--- config.mk ---
export PLATFORM = sky130hd
export DESIGN_NAME = alu_lockstep_ctrl_flat
export DESIGN_NICKNAME = d
export VERILOG_FILES = /design/src/rtl/alu_lockstep_ctrl_pkg.sv /design/src/rtl/alu_lockstep_ctrl_if.sv /design/src/rtl/alu_lockstep_ctrl_tag_pipe.sv /design/src/rtl/alu_lockstep_ctrl.sv /design/src/flat_wrapper.sv
export SDC_FILE = /design/constraint.sdc
export NUM_CORES = 1
export LEC_CHECK = 0
export BUFFER_PORTS_ARGS = -buffer_cell sky130_fd_sc_hd__clkbuf_2
export CAP_MARGIN = 0
export CORE_UTILIZATION = 57
export DETAILED_ROUTE_END_ITERATION = 8
export GPL_TIMING_DRIVEN = 0
export PLACE_DENSITY = 0.85
export REMOVE_ABC_BUFFERS = 1
export SYNTH_ARGS = -nofsm -noshare
export SYNTH_HDL_FRONTEND = slang
export SYNTH_HIERARCHICAL = 1
export SYNTH_SLANG_ARGS = --single-unit
export TNS_END_PERCENT = 30
--- constraint.sdc ---
create_clock -name wb_clk_i -period 4.87 [get_ports wb_clk_i]
set_input_delay 0 -clock wb_clk_i [delete_from_list [all_inputs] [get_ports wb_clk_i]]
set_output_delay 0 -clock wb_clk_i [all_outputs]
set_load 0.02 [all_outputs]
--- src/rtl/alu_lockstep_ctrl_pkg.sv ---
// Shared types and constants for the lockstep ALU self-test controller.
package alu_lockstep_pkg;

  typedef enum logic [1:0] {
    IDLE  = 2'd0,
    RUN   = 2'd1,
    DRAIN = 2'd2,
    DONE  = 2'd3
  } state_e;

  localparam int VEC_W   = 10;
  localparam int SEL_MSB = 9;
  localparam int B_LSB   = 4;
  localparam int A_LSB   = 0;
  localparam int ERR_W   = 11;

  localparam logic [VEC_W-1:0] SWEEP_LAST = 10'h3FF;
  localparam logic [ERR_W-1:0] ERR_MAX    = 11'h7FF;

  function automatic logic [ERR_W-1:0] sat_inc(input logic [ERR_W-1:0] v);
    return (v == ERR_MAX) ? v : v + 1'b1;
  endfunction

endpackage

--- src/rtl/alu_lockstep_ctrl_if.sv ---
// Control, status and dual-lane ALU bundle between the controller and its environment.
interface alu_lockstep_ctrl_if;
  import alu_lockstep_pkg::*;

  logic             start;
  logic             abort;
  logic             mode;
  logic [VEC_W-1:0] single_vec;
  logic             inject;
  logic [3:0]       a0, b0, a1, b1;
  logic [1:0]       sel0, sel1;
  logic [3:0]       alu_out0, alu_out1;
  logic             carry0, carry1;
  logic             busy;
  logic             done;
  logic [ERR_W-1:0] err_cnt;
  logic             fail_seen;
  logic [VEC_W-1:0] first_fail;

  modport slave (
    input  start, abort, mode, single_vec, inject,
    input  alu_out0, alu_out1, carry0, carry1,
    output a0, b0, a1, b1, sel0, sel1,
    output busy, done, err_cnt, fail_seen, first_fail
  );

  modport master (
    output start, abort, mode, single_vec, inject,
    output alu_out0, alu_out1, carry0, carry1,
    input  a0, b0, a1, b1, sel0, sel1,
    input  busy, done, err_cnt, fail_seen, first_fail
  );
endinterface

--- src/rtl/alu_lockstep_ctrl_tag_pipe.sv ---
// Valid+tag shift register that tracks each issued vector until its ALU result is ready.
module lockstep_tag_pipe #(
  parameter int ALU_LAT = 1,
  parameter int W       = 10
) (
  input  logic         clk,
  input  logic         rst_n,
  input  logic         i_flush,
  input  logic         i_valid,
  input  logic [W-1:0] i_tag,
  output logic         o_valid,
  output logic [W-1:0] o_tag
);

  logic [ALU_LAT-1:0] r_valid;
  logic [W-1:0]       r_tag [ALU_LAT];

  always_ff @(posedge clk or negedge rst_n) begin
    if (!rst_n) begin
      r_valid <= '0;
      for (int i = 0; i < ALU_LAT; i++) r_tag[i] <= '0;
    end else begin
      r_tag[0] <= i_tag;
      for (int i = 1; i < ALU_LAT; i++) r_tag[i] <= r_tag[i-1];
      if (i_flush) begin
        r_valid <= '0;
      end else begin
        r_valid[0] <= i_valid;
        for (int i = 1; i < ALU_LAT; i++) r_valid[i] <= r_valid[i-1];
      end
    end
  end

  assign o_valid = r_valid[ALU_LAT-1];
  assign o_tag   = r_tag[ALU_LAT-1];

endmodule

--- src/rtl/alu_lockstep_ctrl.sv ---
// Lockstep ALU self-test sequencer: drives both lanes, compares results, reports mismatches.
//   state | meaning
//   IDLE  | wait for start; status holds last run
//   RUN   | issue one vector per cycle
//   DRAIN | wait ALU_LAT cycles for in-flight results
//   DONE  | one-cycle done pulse, back to IDLE
module alu_lockstep_ctrl
  import alu_lockstep_pkg::*;
#(
  parameter int ALU_LAT = 1,
  parameter int VEC_W   = alu_lockstep_pkg::VEC_W
) (
  input  logic wb_clk_i,
  input  logic wb_rst_ni,
  alu_lockstep_ctrl_if.slave bus
);

  localparam int DW = (ALU_LAT > 1) ? $clog2(ALU_LAT) : 1;

  state_e           r_state;
  logic             r_mode;
  logic [VEC_W-1:0] r_cnt;
  logic [VEC_W-1:0] r_vec;
  logic             r_inj;
  logic [DW-1:0]    r_drain;
  logic             r_busy;
  logic             r_done;
  logic [ERR_W-1:0] r_err_cnt;
  logic             r_fail_seen;
  logic [VEC_W-1:0] r_first_fail;

  logic             w_active;
  logic             w_abort;
  logic             w_last;
  logic             w_tag_valid;
  logic [VEC_W-1:0] w_tag;
  logic             w_mismatch;

  assign w_active = (r_state == RUN) || (r_state == DRAIN);
  assign w_abort  = w_active && bus.abort;
  assign w_last   = r_mode || (r_cnt == SWEEP_LAST);

  always_ff @(posedge wb_clk_i or negedge wb_rst_ni) begin
    if (!wb_rst_ni) begin
      r_state <= IDLE;
      r_mode  <= 1'b0;
      r_cnt   <= '0;
      r_vec   <= '0;
      r_inj   <= 1'b0;
      r_drain <= '0;
      r_busy  <= 1'b0;
      r_done  <= 1'b0;
    end else begin
      r_done <= 1'b0;
      if (w_abort) begin
        r_state <= DONE;
        r_vec   <= '0;
        r_inj   <= 1'b0;
        r_busy  <= 1'b0;
        r_done  <= 1'b1;
      end else begin
        case (r_state)
          IDLE: begin
            if (bus.start) begin
              r_state <= RUN;
              r_mode  <= bus.mode;
              r_cnt   <= '0;
              r_vec   <= bus.mode ? bus.single_vec : '0;
              r_inj   <= bus.inject;
              r_busy  <= 1'b1;
            end
          end
          RUN: begin
            if (w_last) begin
              r_state <= DRAIN;
              r_drain <= DW'(ALU_LAT - 1);
              r_vec   <= '0;
              r_inj   <= 1'b0;
            end else begin
              r_cnt <= r_cnt + 1'b1;
              r_vec <= r_cnt + 1'b1;
              r_inj <= bus.inject;
            end
          end
          DRAIN: begin
            if (r_drain == '0) begin
              r_state <= DONE;
              r_busy  <= 1'b0;
              r_done  <= 1'b1;
            end else begin
              r_drain <= r_drain - 1'b1;
            end
          end
          DONE:    r_state <= IDLE;
          default: r_state <= IDLE;
        endcase
      end
    end
  end

  lockstep_tag_pipe #(
    .ALU_LAT (ALU_LAT),
    .W       (VEC_W)
  ) u_tag_pipe (
    .clk     (wb_clk_i),
    .rst_n   (wb_rst_ni),
    .i_flush (w_abort),
    .i_valid (r_state == RUN),
    .i_tag   (r_vec),
    .o_valid (w_tag_valid),
    .o_tag   (w_tag)
  );

  assign w_mismatch = w_tag_valid &&
                      ((bus.alu_out0 != bus.alu_out1) || (bus.carry0 != bus.carry1));

  // A compare landing on the abort edge still counts; the flush only drops later ones.
  always_ff @(posedge wb_clk_i or negedge wb_rst_ni) begin
    if (!wb_rst_ni) begin
      r_err_cnt    <= '0;
      r_fail_seen  <= 1'b0;
      r_first_fail <= '0;
    end else if ((r_state == IDLE) && bus.start) begin
      r_err_cnt    <= '0;
      r_fail_seen  <= 1'b0;
      r_first_fail <= '0;
    end else if (w_mismatch) begin
      r_err_cnt   <= sat_inc(r_err_cnt);
      r_fail_seen <= 1'b1;
      if (!r_fail_seen) r_first_fail <= w_tag;
    end
  end

  assign bus.a0         = r_vec[A_LSB +: 4];
  assign bus.b0         = r_vec[B_LSB +: 4];
  assign bus.sel0       = r_vec[SEL_MSB -: 2];
  assign bus.a1         = r_vec[A_LSB +: 4] ^ {3'b000, r_inj};
  assign bus.b1         = r_vec[B_LSB +: 4];
  assign bus.sel1       = r_vec[SEL_MSB -: 2];
  assign bus.busy       = r_busy;
  assign bus.done       = r_done;
  assign bus.err_cnt    = r_err_cnt;
  assign bus.fail_seen  = r_fail_seen;
  assign bus.first_fail = r_first_fail;

endmodule
--- src/flat_wrapper.sv ---
// flat-port wrapper written by rule: the top's interface ports become plain ports
module alu_lockstep_ctrl_flat import alu_lockstep_pkg::*;
#(
  parameter int ALU_LAT = 1,
  parameter int VEC_W   = alu_lockstep_pkg::VEC_W
)
  (wb_clk_i, wb_rst_ni, bus_start, bus_abort, bus_mode, bus_single_vec, bus_inject, bus_alu_out0, bus_alu_out1, bus_carry0, bus_carry1, bus_a0, bus_b0, bus_a1, bus_b1, bus_sel0, bus_sel1, bus_busy, bus_done, bus_err_cnt, bus_fail_seen, bus_first_fail);
  alu_lockstep_ctrl_if bus_i ();
  input  logic wb_clk_i;
  input  logic wb_rst_ni;
  input wire logic [$bits(bus_i.start)-1:0] bus_start;
  input wire logic [$bits(bus_i.abort)-1:0] bus_abort;
  input wire logic [$bits(bus_i.mode)-1:0] bus_mode;
  input wire logic [$bits(bus_i.single_vec)-1:0] bus_single_vec;
  input wire logic [$bits(bus_i.inject)-1:0] bus_inject;
  input wire logic [$bits(bus_i.alu_out0)-1:0] bus_alu_out0;
  input wire logic [$bits(bus_i.alu_out1)-1:0] bus_alu_out1;
  input wire logic [$bits(bus_i.carry0)-1:0] bus_carry0;
  input wire logic [$bits(bus_i.carry1)-1:0] bus_carry1;
  output wire logic [$bits(bus_i.a0)-1:0] bus_a0;
  output wire logic [$bits(bus_i.b0)-1:0] bus_b0;
  output wire logic [$bits(bus_i.a1)-1:0] bus_a1;
  output wire logic [$bits(bus_i.b1)-1:0] bus_b1;
  output wire logic [$bits(bus_i.sel0)-1:0] bus_sel0;
  output wire logic [$bits(bus_i.sel1)-1:0] bus_sel1;
  output wire logic [$bits(bus_i.busy)-1:0] bus_busy;
  output wire logic [$bits(bus_i.done)-1:0] bus_done;
  output wire logic [$bits(bus_i.err_cnt)-1:0] bus_err_cnt;
  output wire logic [$bits(bus_i.fail_seen)-1:0] bus_fail_seen;
  output wire logic [$bits(bus_i.first_fail)-1:0] bus_first_fail;
  assign bus_i.start = bus_start;
  assign bus_i.abort = bus_abort;
  assign bus_i.mode = bus_mode;
  assign bus_i.single_vec = bus_single_vec;
  assign bus_i.inject = bus_inject;
  assign bus_i.alu_out0 = bus_alu_out0;
  assign bus_i.alu_out1 = bus_alu_out1;
  assign bus_i.carry0 = bus_carry0;
  assign bus_i.carry1 = bus_carry1;
  assign bus_a0 = bus_i.a0;
  assign bus_b0 = bus_i.b0;
  assign bus_a1 = bus_i.a1;
  assign bus_b1 = bus_i.b1;
  assign bus_sel0 = bus_i.sel0;
  assign bus_sel1 = bus_i.sel1;
  assign bus_busy = bus_i.busy;
  assign bus_done = bus_i.done;
  assign bus_err_cnt = bus_i.err_cnt;
  assign bus_fail_seen = bus_i.fail_seen;
  assign bus_first_fail = bus_i.first_fail;
  alu_lockstep_ctrl #(.ALU_LAT(ALU_LAT), .VEC_W(VEC_W)) u_core (.wb_clk_i(wb_clk_i), .wb_rst_ni(wb_rst_ni), .bus(bus_i));
endmodule
==> impl_metrics.toml, run 1 <==
[placement]
post_dp_cell_area_um2 = 3100
hpwl_mm = 3.80
placed_cells = 387
io_buffer_count = 69
gp_congestion = 0.869
place_ws_ns = 2.20

[yosys]
synth_area_um2 = 2790
synth_top_cell_by_area = "dfrtp_1"
synth_top_area_share_pct = 53.0
synthArstFlopShare_pct = 100
ys_ff_latch = 59
synth-edff-count = 0
synth.area.top_cells = "dfrtp_1, nand2_1, o21ai_0"
synth_ff_type = "dfrtp_1"
synth_cells = 270
synth.distinct_cells = 48
yosysSeqAreaShare_pct = 53.0
syn_avg_cell_area_um2 = 10.3
yosysWarningCount = 6

[timing]
setup_tns_ns = 0
fin_crit_sh_pct = 55.2
min_period_ns = 2.69
slew_viol_final = 0
tightest_slew_ns = 1.27
rsz0062_at_grt = "false"
clock_skew_ns = 0.00825
final_hold_viol_count = 0
relSlewSlack_pct = 15.1
fin_ws_ns = 2.18
fin_hold_ws_ns = 0.127
fmax_ghz = 0.372
setup-violations-final = 0

[floorplanning]
rows = 25
start_util_pct = 59.0
core_um2 = 4720
die_x_um = 71.9
die-area_um2 = 5170
fp.dieH_um = 71.9
io-pin-count = 70

[routing]
drtAntennaViolNets = 0
wl_per_cell_um = 14.1
wl_mm = 5.85
vias_per_cell = 5.40
drt_first_pass_iters = 4
drc_errors = 0
vias = 2246
drtIter0Drc = 136

[final_layout]
mostFrequentLayoutCells = "clkbuf_2, dfrtp_1, nand2_1"
utilization_pct = 72.5
layout_commonest_cell = "clkbuf_2"
insertedDiodeCount = 0
n_fill_cell = 343
area_growth_pct = 22.9
layout-drive-gt1-share_pct = 27.5
final_area_um2 = 3430
layoutNonFillerInstCount = 416
final_net_count = 377

[clock_network]
cts_root_buffer = "clkbuf_8"
clock_sinks = 59
cts_resized = 0
clock_latency_ns = 0.34
clock_path_buffers = 2
clkTransAtPathRegs_ns = 0.07
cts_tree = "built"
cts_made_buffers = 9
htreeDepth = 3
post-cts-setup-buffers = 0

[grt]
antenna_found_initial = 0
grt_first_pass_wirelength_mm = 9.87
grt_pass1_vias = 2137
grt_util_all_layers_pct = 25.7
overflow = 0
grt_max_degree = 60

[critical_path]
worstPathCellList = "inv_1 -> ha_1 -> nand2_1 -> nor4b_2 -> a22oi_1 -> o21ai_0"
critPathMaxStageDelay_ns = 0.99
crit_path_max_fanout = 29
rrSetupSlack_ns = 2.18
reg2reg_depth = 6
critPathArrivalTime_ns = 2.95
critPathSlowestCell = "nor4b_2"
rr_startpoint = "u_core/r_state[0]$_DFFE_PN0P_"
cp-end-kind = "register"
worstPathRequired_ns = 5.13
startpoint_type = "register"
crit_path_start = "u_core/r_state[0]$_DFFE_PN0P_"
critical_path_class = "register to register"

[power_and_ir_drop]
p_leak_nw = 1.69
power_density_nw_per_um2 = 557
power_mw = 1.91
ir_drop_uv = 409

[job]
drv_cap = 0

[worst_hold_path]
hold_start = "bus_start"
hold_depth = 4
hold_path_class = "primary input to register"

[run_status]
outcome = "finished clean"
-- worst paths after layout --
kind | endpoint
max | u_core/r_vec[0]$_DFFE_PN0P_
min | u_core/bus.busy$_DFFE_PN0P_
max reg2reg | u_core/r_vec[0]$_DFFE_PN0P_
min reg2reg | u_core/u_tag_pipe/o_tag[5]$_DFF_PN0_
max in group asynchronous | u_core/bus.busy$_DFFE_PN0P_
min in group asynchronous | u_core/bus.err_cnt[8]$_DFFE_PN0P_
-- worst max-delay path, delay by kind of cell, from the launching register on --
kind	cells	cell delay, ns
DFF	1	0.38
adders and majority gates	1	0.26
AOI/OAI and AO/OA	2	0.29
and+or+nand+nor	2	1.56
buffers and inverters	1	0.13
-- state kept, by name (all words and copies together), names as in the netlist --
register,flops
u_core/bus.err_cnt,11
u_core/bus.first_fail,10
u_core/r_cnt,10
u_core/r_vec,10
u_core/u_tag_pipe/o_tag,10
u_core/r_state,2
u_core/bus.busy,1
u_core/bus.done,1
u_core/bus.fail_seen,1
u_core/r_inj,1
u_core/r_mode,1
u_core/u_tag_pipe/o_valid,1
-- where the power goes --
| group | internal [mW] | switching (mW) |
|---|---|---|
| Combinational | 0.259 | 0.455 |
| Sequential | 0.642 | 0.129 |
| Clock | 0.229 | 0.192 |
| Total | 1.13 | 0.777 |
-- area by class of cell --
class                   count  area [um2]  area share, %
clock inverters             6        57.6           1.68
flip-flops and latches     59        1480           43.1
repair buffers             83         488           14.2
clock buffers               9         124           3.62
well taps                  67        83.8           2.45
inverters                  10        37.5           1.10
multi-input cells         182        1160           33.8
-- cells in the mapped netlist, types with 2 or more instances --
cell / n
a22oi_1: 2
nand4_1: 2
ha_1: 6
and2_1: 2
xnor2_1: 10
a221o_1: 6
nand3_1: 18
a21oi_1: 6
nand2_1: 30
o211ai_1: 3
a31o_1: 3
and3_1: 2
nor3_1: 4
a22o_1: 2
nand3_2: 2
nor2_1: 17
nand2b_1: 4
o21ai_0: 22
buf_4: 9
o31ai_1: 2
a21oi_2: 3
xor2_1: 5
inv_1: 10
a21o_1: 6
dfrtp_1: 59
nand3b_1: 2
clkbuf_1: 8
or3_1: 5
-- logic make-up (layout without fill, tap and decap cells) --
| group | after synthesis | after routing | share of synthesized area, % |
|---|---|---|---|
| AO/OA/AOI/OAI | 64 | 64 | 16.0 |
| XOR/XNOR | 15 | 15 | 4.71 |
| adder cells (fa/ha/maj) | 6 | 6 | 2.69 |
| buffers and inverters | 29 | 108 | 5.43 |
| flip-flops | 59 | 59 | 53.0 |
| multiplexers | 2 | 2 | 0.763 |
| AND/OR/NAND/NOR | 95 | 95 | 17.4 |
-- layer usage --
layer	track usage [%]	wire, um	vias up	share of wire (%)
met5	0	0	-	0
met1	33.6	2620	1072	45
li1	-	-	1098	-
met4	11.5	86	0	1.5
met2	40.9	2870	67	49
met3	6.67	275	9	4.7
-- repair_timing --
action                                  CTS  global route
endpoints found under the setup margin    0             0
endpoints found under the hold margin    72             0
hold buffers                             14             0
No activity file was read; power rests on OpenSTA's default activity.
==> run 2, diff against run 1 <==
- CORE_UTILIZATION: 57 -> 53
- PLACE_DENSITY: 0.85 -> 0.8
- clock period: 4.87 -> 2.63 ns (I/O delays scaled with it)
==> impl_metrics.toml, run 2 (synthesis results as in run 1) <==
[timing]
fin_hold_ws_ns = 0.0297
fin_ws_ns = 0.398
setup-violations-final = 0
tightest_slew_ns = 0.848
relSlewSlack_pct = 43.2
fin_crit_sh_pct = 84.9
clock_skew_ns = 0.00684
fmax_ghz = 0.448
rsz0062_at_grt = "false"
final_hold_viol_count = 0
min_period_ns = 2.23
slew_viol_final = 0

[power_and_ir_drop]
power_density_nw_per_um2 = 1040
power_mw = 3.59
p_comb_share_pct = 37.5
ir_drop_uv = 665
seq_power_share_pct = 39.8
netSwitchingPower_mw = 1.43
p_int_mw = 2.16
p_clk_share_pct = 22.8
p_leak_nw = 1.70
swShare_pct = 39.9

[worst_hold_path]
hold_start = "bus_abort"
hold_path_class = "primary input to register"
hold_depth = 3

[critical_path]
reg2reg_depth = 7
startpoint_type = "register"
crit_path_max_fanout = 11
critPathArrivalTime_ns = 2.50
worstPathRequired_ns = 2.90
critPathSlowestCell = "nor2_1"
critical_path_class = "register to register"
cp_common_cell = "inv_1"
cp.buffers_inverters = 3
cp-end-kind = "register"
critPathMaxStageDelay_ns = 0.70
crit_family = "simple AND/OR/NAND/NOR gates"
crit_path_start = "u_core/r_state[0]$_DFFE_PN0P_"
worstPathCellList = "inv_1 -> ha_1 -> nand2_1 -> inv_1 -> nor2_1 -> a222oi_1 -> inv_1"
rr_startpoint = "u_core/r_state[0]$_DFFE_PN0P_"
cp.depth = 7

[grt]
grt_pass1_vias = 2079
grt_first_pass_wirelength_mm = 9.47
grt_util_all_layers_pct = 23.2
grt_max_degree = 60
antenna_found_initial = 0
overflow = 0

[run_status]
outcome = "finished clean"

[clock_network]
clock_latency_ns = 0.34
cts_root_buffer = "clkbuf_8"
htreeDepth = 3
cts_tree = "built"
post-cts-setup-buffers = 0
cts_made_buffers = 9
clock_sinks = 59
clkTransAtPathRegs_ns = 0.06
clock_path_buffers = 2

[final_layout]
final_net_count = 377
largest_register_ffs = 11
layout-drive-gt1-share_pct = 27.5
layout_commonest_cell = "clkbuf_2"
area_growth_pct = 23.8
mostFrequentLayoutCells = "clkbuf_2, dfrtp_1, nand2_1"
utilization_pct = 68.0
insertedDiodeCount = 0

[routing]
dr_wl_met3_um = 297
drt_first_pass_iters = 4
wl_per_cell_um = 13.7
drc_errors = 0
wl_mm = 5.74
drtAntennaViolNets = 0
drtIter0Drc = 150
dr_wl_met2_mm = 2.80
wl_met1_mm = 2.55
vias = 2237
dr.max_layer_used = "met4"
vias_per_cell = 5.34

[floorplanning]
fp.dieH_um = 74.5
io-pin-count = 70
core_um2 = 5070
die_x_um = 74.5
die-area_um2 = 5550
rows = 26
start_util_pct = 54.9

[placement]
gp_congestion = 0.844
place_ws_ns = -0.0267
hpwl_mm = 3.78
io_buffer_count = 69

[job]
drv_cap = 0
[run 2: stage by stage]
| stage | setup TNS (ns) | cell area, um2 | std cells |
|---|---|---|---|
| after floorplan | 0 | 2670 | 251 |
| after global routing | 0 | 3450 | 419 |
| after global placement | 0 | 3110 | 390 |
| after detailed placement | -0.184 | 3110 | 390 |
| final | 0 | 3450 | 419 |
| after CTS | 0 | 3440 | 418 |
[run 2: worst paths after layout]
| kind | slack (ns) | endpoint |
|---|---|---|
| worst max register to register | 0.40 | u_core/r_vec[1]$_DFFE_PN0P_ |
| max in group asynchronous | 1.79 | u_core/bus.done$_DFF_PN0_ |
| min in group asynchronous | 0.30 | u_core/bus.err_cnt[8]$_DFFE_PN0P_ |
| worst max-delay path | 0.40 | u_core/r_vec[1]$_DFFE_PN0P_ |
| worst min-delay path | 0.03 | u_core/r_state[1]$_DFFE_PN0P_ |
| worst min register to register | 0.43 | u_core/u_tag_pipe/o_tag[7]$_DFF_PN0_ |
[run 2: metal layers]
metal | up-vias | GRT usage [%]
met5 | - | 0
met2 | 69 | 36.9
met1 | 1061 | 30.6
met3 | 11 | 6.64
met4 | 0 | 7.97
li1 | 1096 | -
[run 2: final cells by class]
| cell class | instances | area [um2] |
|---|---|---|
| Clock buffer | 13 | 159 |
| Sequential cell | 59 | 1480 |
| Inverter | 10 | 37.5 |
| Multi-Input combinational cell | 182 | 1170 |
| Clock inverter | 2 | 35.0 |
| Timing Repair Buffer | 83 | 485 |
| Tap cell | 70 | 87.6 |
| Fill cell | 412 | 1620 |
[run 2: repair_timing]
item / in CTS / in global routing
hold buffers: 13 / 0
endpoints found under the hold margin: 71 / 0
resized for setup: 1 / 1
pin swaps: 0 / 0
endpoints found under the setup margin: 9 / 18
[run 2: tightest hold or removal path, cell delays in order]
cell and delay, ns:
clkbuf_2 0.09, nand2b_1 0.10, a22o_1 0.13
[run 2: power groups by stage]
stage | Sequential (mW) | Clock, mW | Combinational, mW
after floorplan | 1.61 | 0 | 0.688
after global placement | 1.43 | 0 | 1.27
after detailed placement | 1.44 | 0 | 1.30
after CTS | 1.42 | 0.826 | 1.34
after global routing | 1.47 | 0.874 | 1.50
final | 1.43 | 0.818 | 1.35
==> run 3, diff against run 2 <==
- CORE_UTILIZATION: 53 -> 48
- PLACE_DENSITY: 0.8 -> 0.76
- clock period: 2.63 -> 1.89 ns (I/O delays scaled with it)
==> impl_metrics.toml, run 3 (synthesis results as in run 1) <==
[run_status]
outcome = "finished clean"

[timing]
setup-violations-final = 0
fin_ws_ns = 0.0159
final_hold_viol_count = 0
fmax_ghz = 0.534
slew_viol_final = 0
rsz0062_at_grt = "true"
fin_crit_sh_pct = 99.2
relSlewSlack_pct = 47.2
clock_skew_ns = 0.00522
min_period_ns = 1.87
tightest_slew_ns = 0.792

[floorplanning]
die_x_um = 78.2
start_util_pct = 50.3
die-area_um2 = 6110
core_um2 = 5540
io-pin-count = 70
fp.dieH_um = 78.2
rows = 27

[critical_path]
cp-end-kind = "register"
critPathSlowestCell = "dfrtp_1"
worstPathRequired_ns = 2.11
worstPathCellList = "inv_2 -> ha_4 -> buf_12 -> nand2_8 -> or3_4 -> o31a_1 -> a22o_1"
worstReg2RegEnd = "u_core/r_cnt[1]$_DFFE_PN0P_"
crit_family = "simple AND/OR/NAND/NOR gates"
critPathArrivalTime_ns = 2.09
reg2reg_depth = 7
startpoint_type = "register"
critPathMaxStageDelay_ns = 0.40
rrSetupSlack_ns = 0.02
crit_path_max_fanout = 29
cp.buffers_inverters = 2
critical_path_class = "register to register"
rr_startpoint = "u_core/r_state[1]$_DFFE_PN0P_"

[power_and_ir_drop]
power_mw = 5.68
p_leak_nw = 1.78
ir_drop_uv = 918
power_density_nw_per_um2 = 1550

[grt]
grt_pass1_vias = 2270
grt_first_pass_wirelength_mm = 10.7
grt_util_all_layers_pct = 22.8
grt_max_degree = 60
overflow = 0
antenna_found_initial = 0

[routing]
drc_errors = 0
vias_per_cell = 5.42
vias = 2327
drt_first_pass_iters = 5
wl_mm = 6.42
drtIter0Drc = 149
wl_per_cell_um = 15.0
drtAntennaViolNets = 0

[job]
drv_cap = 0

[final_layout]
multi_input_area_um2 = 1260
insertedDiodeCount = 0
area_growth_pct = 31.7
layout-drive-gt1-share_pct = 32.8
layout_commonest_cell = "clkbuf_2"
regArea_um2 = 1480
largest_register_ffs = 11
final_net_count = 384
n_fill_cell = 442
mostFrequentLayoutCells = "clkbuf_2, dfrtp_1, nand2_1"
layoutNonFillerInstCount = 429

[clock_network]
cts_tree = "built"
cts_root_buffer = "clkbuf_8"
clock_path_buffers = 2
htreeDepth = 3
clkTransAtPathRegs_ns = 0.07
clock_latency_ns = 0.33
cts_made_buffers = 9
clock_sinks = 59

[worst_hold_path]
hold_start = "bus_start"
hold_path_class = "primary input to register"
whs_endpoint = "u_core/bus.err_cnt[10]$_DFFE_PN0P_"
hold_depth = 4

[placement]
gp_congestion = 0.801
place_ws_ns = -0.803
hpwl_mm = 3.82
placed_cells = 392
io_buffer_count = 69
## run 3: changes by cell type in the layout (fill, tap and decap cells not counted), sizes merged
cell and delta:
bufinv +2, o31a +1, buf +5, clkbuf -1
dlygate4sd3 +1
## run 3: power breakdown
group / internal, mW / switching, mW / leakage, nW
Sequential: 1.65 / 0.343 / 0.795
Combinational: 0.873 / 1.33 / 0.847
Clock: 0.982 / 0.495 / 0.133
Total: 3.51 / 2.17 / 1.78
## run 3: final cells by class
class / instances / share of cell area [%]
clock buffer: 12 / 4.50
clock inverter: 4 / 2.59
inverter: 10 / 1.09
multi-input combinational: 183 / 34.2
sequential: 59 / 40.2
tap: 72 / 2.46
timing repair buffer: 89 / 14.9
## run 3: timing repair
action | 4_1_cts | 5_1_grt
setup buffers | 2 | 3
cloned | 1 | 0
hold buffers | 13 | 1
pin swaps | 1 | 9
setup endpoints to repair | 30 | 32
resized for setup | 16 | 9
hold endpoints to repair | 71 | 1
## run 3: how the worst max path moves through the flow
stage | depth (start not counted) | start | endpoint
final | 7 | u_core/r_state[1]$_DFFE_PN0P_ | u_core/r_cnt[1]$_DFFE_PN0P_
after global routing | 6 | u_core/bus.err_cnt[0]$_DFFE_PN0P_ | u_core/bus.err_cnt[4]$_DFFE_PN0P_
after CTS | 6 | u_core/r_state[0]$_DFFE_PN0P_ | u_core/r_vec[3]$_DFFE_PN0P_
after detailed placement | 6 | u_core/r_state[1]$_DFFE_PN0P_ | u_core/r_vec[3]$_DFFE_PN0P_
after global placement | 6 | u_core/r_state[0]$_DFFE_PN0P_ | u_core/r_vec[0]$_DFFE_PN0P_
after floorplan | 6 | u_core/r_state[0]$_DFFE_PN0P_ | u_core/r_cnt[1]$_DFFE_PN0P_
## run 3: per-layer routing
layer  vias up  part of all wire, %  GRT usage (%)
li1       1109                    -              -
met1      1148                   44           29.0
met2        60                   51           37.6
met3        10                  4.0           4.42
met5         -                    0              0
met4         0                  1.5           10.6
## run 3: metrics by stage
| stage | TNS [ns] | utilization, % | cell area [um2] | hold WS, ns |
|---|---|---|---|---|
| 6_report | 0 | 66.2 | 3670 | 0.211 |
| 4_1_cts | -0.113 | 64.5 | 3570 | 0.00780 |
| 2_1_floorplan | -2.35 | - | 2670 | -0.296 |
| 3_5_place_dp | -13.10 | 56.1 | 3110 | 0.165 |
| 3_3_place_gp | -12.79 | 56.1 | 3110 | 0.216 |
| 5_1_grt | -0.520 | 66.2 | 3670 | 0.233 |
## run 3: worst reg2reg max path: stages, from the launching register on
cell	delay, ns
dfrtp_1	0.40
inv_2	0.12
ha_4	0.19
buf_12	0.11
nand2_8	0.12
or3_4	0.41
o31a_1	0.20
a22o_1	0.21
